**config.mk**
```make
export PLATFORM = sky130hd
export DESIGN_NAME = token_precision_analyzer
export DESIGN_NICKNAME = d
export VERILOG_FILES = /design/src/rtl/token_precision_analyzer.sv
export SDC_FILE = /design/constraint.sdc
export NUM_CORES = 1
export LEC_CHECK = 0
export ABC_AREA = 0
export BUFFER_PORTS_ARGS = -buffer_cell sky130_fd_sc_hd__buf_2
export CORE_AREA = 4 4 409 411
export CTS_CLUSTER_DIAMETER = 150
export DETAILED_ROUTE_END_ITERATION = 10
export DIE_AREA = 0 0 413 415
export SLEW_MARGIN = 20
export SYNTH_ARGS = -nofsm -noshare
export SYNTH_HDL_FRONTEND = slang
export SYNTH_SLANG_ARGS = --single-unit
```
**constraint.sdc**
```tcl
create_clock -name clk -period 6.35 [get_ports clk]
set_input_delay 0.635 -clock clk [delete_from_list [all_inputs] [get_ports clk]]
set_output_delay 0.635 -clock clk [all_outputs]
set_load 0.02 [all_outputs]
```
**src/rtl/token_precision_analyzer.sv**
```systemverilog
// token_precision_analyzer
//   Buffers one attention matrix (A_ROWS x NUM_COLS), streamed in column-major
//   order, and picks a per-column precision code from the column maximum.
//   Once the whole matrix is stored, it pulses av_start to the A*V multiplier.
//   It then waits for av_done before it accepts the next frame.
//
// Ports
//   clk            rising-edge clock
//   rst_n          asynchronous active-low reset
//   in_valid       attention element beat valid
//   in_data        attention element, unsigned Q1.15, column-major
//   in_ready       beat accepted when in_valid && in_ready (IDLE/LOAD only)
//   a_mem          buffered matrix, a_mem[row][col]
//   precision_sel  per-column code: 00 INT4, 01 INT8, 10 FP16
//   av_start       one-cycle start pulse to the A*V multiplier
//   av_done        completion pulse from the A*V multiplier
//   busy           high whenever the controller is not idle
module token_precision_analyzer #(
  parameter int               A_ROWS   = 8,
  parameter int               NUM_COLS = 8,
  parameter int               WIDTH    = 16,
  parameter logic [WIDTH-1:0] THR_HI   = 16'h2000,
  parameter logic [WIDTH-1:0] THR_LO   = 16'h0800
) (
  input  logic                                        clk,
  input  logic                                        rst_n,
  input  logic                                        in_valid,
  input  logic [WIDTH-1:0]                            in_data,
  output logic                                        in_ready,
  output logic [A_ROWS-1:0][NUM_COLS-1:0][WIDTH-1:0]  a_mem,
  output logic [NUM_COLS-1:0][1:0]                    precision_sel,
  output logic                                        av_start,
  input  logic                                        av_done,
  output logic                                        busy
);

  localparam int ROW_W = (A_ROWS   > 1) ? $clog2(A_ROWS)   : 1;
  localparam int COL_W = (NUM_COLS > 1) ? $clog2(NUM_COLS) : 1;
  localparam logic [ROW_W-1:0] ROW_LAST = ROW_W'(A_ROWS - 1);
  localparam logic [COL_W-1:0] COL_LAST = COL_W'(NUM_COLS - 1);

  localparam logic [1:0] PREC_INT4 = 2'b00;
  localparam logic [1:0] PREC_INT8 = 2'b01;
  localparam logic [1:0] PREC_FP16 = 2'b10;

  typedef enum logic [1:0] {
    IDLE      = 2'b00,
    LOAD      = 2'b01,
    START     = 2'b10,
    WAIT_DONE = 2'b11
  } state_t;

  // Precision from a column maximum; hitting a threshold exactly selects the
  // higher precision.
  function automatic logic [1:0] prec_code(input logic [WIDTH-1:0] m);
    logic [1:0] code;
    if (m >= THR_HI) begin
      code = PREC_FP16;
    end else if (m >= THR_LO) begin
      code = PREC_INT8;
    end else begin
      code = PREC_INT4;
    end
    return code;
  endfunction

  state_t             state_r;
  state_t             state_nx_s;
  logic [ROW_W-1:0]   row_r;
  logic [COL_W-1:0]   col_r;
  logic [WIDTH-1:0]   col_max_r;
  logic [WIDTH-1:0]   beat_max_s;
  logic               accept_s;
  logic               last_row_s;
  logic               last_col_s;

  assign accept_s   = in_valid && in_ready;
  assign last_row_s = (row_r == ROW_LAST);
  assign last_col_s = (col_r == COL_LAST);

  // Running column max including the current beat; row 0 restarts the max.
  always_comb begin
    beat_max_s = col_max_r;
    if (row_r == {ROW_W{1'b0}}) begin
      beat_max_s = in_data;
    end else if (in_data > col_max_r) begin
      beat_max_s = in_data;
    end else begin
      beat_max_s = col_max_r;
    end
  end

  // Next-state decode for the frame controller.
  always_comb begin
    state_nx_s = state_r;
    case (state_r)
      IDLE, LOAD: begin
        if (accept_s && last_row_s && last_col_s) begin
          state_nx_s = START;
        end else if (accept_s) begin
          state_nx_s = LOAD;
        end else begin
          state_nx_s = state_r;
        end
      end
      START: begin
        state_nx_s = WAIT_DONE;
      end
      WAIT_DONE: begin
        if (av_done) begin
          state_nx_s = IDLE;
        end else begin
          state_nx_s = WAIT_DONE;
        end
      end
      default: begin
        state_nx_s = IDLE;
      end
    endcase
  end

  // Controller state and its registered outputs, decoded from the next state
  // so that they line up with the state they describe.
  always_ff @(posedge clk or negedge rst_n) begin
    if (!rst_n) begin
      state_r  <= IDLE;
      in_ready <= 1'b1;
      av_start <= 1'b0;
      busy     <= 1'b0;
    end else begin
      state_r  <= state_nx_s;
      in_ready <= (state_nx_s == IDLE) || (state_nx_s == LOAD);
      av_start <= (state_nx_s == START);
      busy     <= (state_nx_s != IDLE);
    end
  end

  // Beat datapath: store the element, track the column max, and commit the
  // column's precision on its last row. Counters only move on accepted beats,
  // so a stalled in_valid freezes everything.
  always_ff @(posedge clk or negedge rst_n) begin
    if (!rst_n) begin
      row_r         <= {ROW_W{1'b0}};
      col_r         <= {COL_W{1'b0}};
      col_max_r     <= {WIDTH{1'b0}};
      a_mem         <= {(A_ROWS*NUM_COLS*WIDTH){1'b0}};
      precision_sel <= {(NUM_COLS*2){1'b0}};
    end else if (accept_s) begin
      a_mem[row_r][col_r] <= in_data;
      col_max_r           <= beat_max_s;
      if (last_row_s) begin
        precision_sel[col_r] <= prec_code(beat_max_s);
        row_r                <= {ROW_W{1'b0}};
        if (last_col_s) begin
          col_r <= {COL_W{1'b0}};
        end else begin
          col_r <= col_r + 1'b1;
        end
      end else begin
        row_r <= row_r + 1'b1;
      end
    end else begin
      row_r     <= row_r;
      col_r     <= col_r;
      col_max_r <= col_max_r;
    end
  end

endmodule
```
==> run summary <==
### Outcome
• complete, no violations — outcome

### Detailed routing
• 5 — First-pass DRT Iterations
• 1,276 — Iteration-0 DRC Markers
• 26.1 um — WL per Instance
• 26,200 — via total after detailed routing
• 155 mm — final wirelength
• 4.42 — post-DR vias/cell
• 0 — Antenna Nets Post-Route
• 0 — # DRC

### Synth
• dfrtp_1 — Yosys top cell by area
• 0.657 — sequential share of the synthesized area
• 0 — number of warnings issued by yosys
• 1,067 — flops & latches, synth
• dfrtp_1 (66%), mux2_2 (28%), clkbuf_1 (1.2%) — cell types with the largest area share after synthesis
• 1.00 — async set-reset flop share out of synthesis
• 0 — EDFF count, synth
• 2,640 — Syn Nets
• 40 — count of cell types in the netlist
• 0.0406 sq mm — netlist area before placement
• dfrtp_1 — top flip-flop cell by instance count after synthesis
• 15.6 sq um — synthesized area per cell
• 2,599 — Syn Inst Count
• 0.656 — area share of the leading cell type in the synthesized netlist

### Finish
• 0.0524 sq mm — final standard cell area without fillers
• 16,600 — filler instances
• 0.628 — share of cells above drive strength 1
• 29.0% — layout-stage area growth over the synthesis result
• 3,685 — Nets

### Power and ir drop
• 431 mW/mm^2 — Cell Pwr Density
• 28.5 nW — leakage
• 0.288 — Comb pwr share
• 0.347 — proportion of total power due to net switching
• 0.336 mV — peak supply drop
• 7.85 mW — net switching power
• 0.303 — share of power burned in the clock network
• 14.8 mW — Internal Dissipation
• 0.409 — part of the total power dissipated in sequential elements

### Timing
• 3520 ps — minimum clock period
• 0.284 GHz — highest clock rate
• false — RSZ-0062 raised after global routing
• 0.555 — period utilization
• 0.233 — slew margin rel.
• 0 ps — setup_tns
• 0 — number of pins with negative max-slew slack in the final report
• 26.5 ps — skew final
• 0 — Final Hold Vio Count
• 1150 ps — worst-margin pin slew
• 0 — number of setup violations in the final report
• 2830 ps — slack of the critical path

### Clocking
• 0 — # Post-CTS Setup Buffers
• 115 — CTS Buf Count
• 60 ps — clock slew at the register clock pins of the worst setup and hold paths
• 3 — maximum clock path buffer count
• 0 — number of resized instances in the post-cts repair step
• 1,067 — clk sinks
• 1 — hold-fix buffers at CTS
• 760 ps — worst skew pair latency
• clkbuf_16 — Clock Root Buffer
• built — clock tree from TritonCTS
• 3 — CTS H-Tree Depth

### Placement
• 2500 ps — post-place setup slack
• 107 mm — Detailed Place HPWL
• 0.0485 sq mm — Placed Instance Area
• 0.778 — routability congestion estimate
• 1,062 — buffers added on ports

### Floorplan
• 415 um — die height
• 0.171 sq mm — area of the die
• 149 — row cnt
• 0.248 — initial core utilization
• 413 um — width of the chip
• 1,063 — # IOs
• 0.164 sq mm — total core area

### Hold path
• av_done — Worst Min Path Start
• 2 — number of cells traversed by the worst hold path
• state_r[0] — terminating pin of the worst hold path
• in2reg — type of the most critical hold path

### Worst setup path
• 19 — crit path max fanout
• reg2reg — worst setup path category
• flop — crit start category
• 2830 ps — flop2flop setup slack
• flop — CP endpoint kind
• col_max_r[15] — worst r2r dst
• 6970 ps — Data required, critical path
• 8 — Reg2Reg Depth
• 4150 ps — WP data arrival
• row_r[0] — Reg-to-Reg Start

### Global routing
• 0 — overall overflow remaining after global route
• 21 — number of antenna violations at the first check in global routing
• 27,200 — via count of the first global-routing pass
• 214 mm — wire length of the first global-routing pass
• 0.176 — total routing usage reported by global routing
• 163 — pin count of the biggest net entering global routing

### Job
• 0 — max-cap viol count

==> critical path, stage by stage, from the launching register on <==
cell and delay (ps):
dfrtp_1 630, clkinv_1 520, ha_1 380, nand2b_1 100, o211ai_1 80, or4_1 390, a221o_1 550, nand3_4 350
mux2_2 370
==> kinds of logic after synthesis <==
logic type      after synthesis  share of synthesized area
fa+ha+maj                    21                    0.00647
flops                      1067                      0.657
simple gates                206                     0.0237
buf+inv                     219                     0.0224
mux                        1002                      0.278
compound gates               84                     0.0127
==> metrics by stage <==
| stage | hold WS [ps] | utilization | power (mW) | cells |
|---|---|---|---|---|
| floorplan | 339 | - | 13.1 | 2599 |
| global placement | 460 | 0.295 | 15.8 | 5715 |
| detailed placement | 465 | 0.296 | 16.0 | 5715 |
| CTS | 128 | 0.319 | 22.9 | 5923 |
| global route | 154 | 0.319 | 23.6 | 5924 |
| finish | 229 | 0.319 | 22.6 | 5937 |
==> power by group through the flow <==
stage	registers, mW	clock network, mW	logic (mW)
final	9.26	6.84	6.51
after global routing	9.43	7.29	6.91
after CTS	9.25	7.03	6.62
after detailed placement	9.36	0	6.61
after global placement	9.29	0	6.53
after floorplan	11.1	0	1.98
==> layer usage <==
metal  GRT usage  share of wire
met5           0              0
met4      0.0798          0.043
met3      0.0445          0.072
met2       0.295           0.48
met1       0.214           0.40
==> registers in the layout, summed over array words and instances, names as in the netlist <==
signal and cells:
av_start 1, row_r 3, col_r 3, precision_sel 16, state_r 2, busy 1, a_mem 1024, col_max_r 16
in_ready 1
==> cell type report <==
type / count / area (sq um) / share of cell area
Timing Repair Buffer: 1126 / 5880 / 0.112
Sequential cell: 1067 / 26700 / 0.509
Antenna cell: 14 / 35.0 / 0.000668
Multi-Input combinational cell: 1313 / 13100 / 0.250
Clock buffer: 161 / 3260 / 0.0622
Clock inverter: 46 / 607 / 0.0116
Tap cell: 2189 / 2740 / 0.0523
Inverter: 21 / 78.8 / 0.00150
==> Yosys cell counts (all sizes together) (8+ instances only) <==
cell type / count
nand3: 11
clkbuf: 134
mux2: 1002
nor2: 40
and3: 12
buf: 64
a211o: 8
dfrtp: 1066
inv: 20
a21oi: 10
o31ai: 8
o21ai: 45
a211oi: 8
ha: 21
nand2: 114
==> layout by cell type, fill, tap and decap left out, types with 3 or more instances in the layout <==
cell type	netlist	routed
nand2_1	106	102
or3_1	3	3
clkbuf_16	0	116
nand2_2	8	12
inv_6	0	3
clkinvlp_4	0	7
nor3_1	6	6
ha_1	21	21
mux2_2	1000	1000
o21ai_0	45	45
dfrtp_1	1066	1066
clkinv_2	0	20
inv_2	2	3
buf_12	0	3
a211o_1	8	8
nor3b_1	3	3
nor2_4	0	7
a21oi_1	9	9
and2_1	6	6
buf_2	42	1046
clkbuf_1	134	26
clkinv_16	0	3
clkbuf_8	0	19
inv_1	18	17
buf_4	1	75
diode_2	0	14
and3_1	12	12
bufinv_16	0	10
nor2_2	4	13
nor2_1	36	20
o31ai_1	8	8
nand3_1	10	10
nand2b_1	3	3
a211oi_1	8	8
==> worst max path at each step <==
| stage | from | end | slack, ps |
|---|---|---|---|
| 3_3_place_gp | in_data[0] | col_max_r[5] | 2550 |
| 4_1_cts | row_r[0] | col_max_r[11] | 2790 |
| 3_5_place_dp | in_data[0] | col_max_r[5] | 2500 |
| 2_1_floorplan | in_data[15] | col_max_r[10] | 3620 |
| 5_1_grt | row_r[0] | col_max_r[15] | 2630 |
| 6_report | row_r[0] | col_max_r[15] | 2830 |
(Power assumes the default switching activity.)
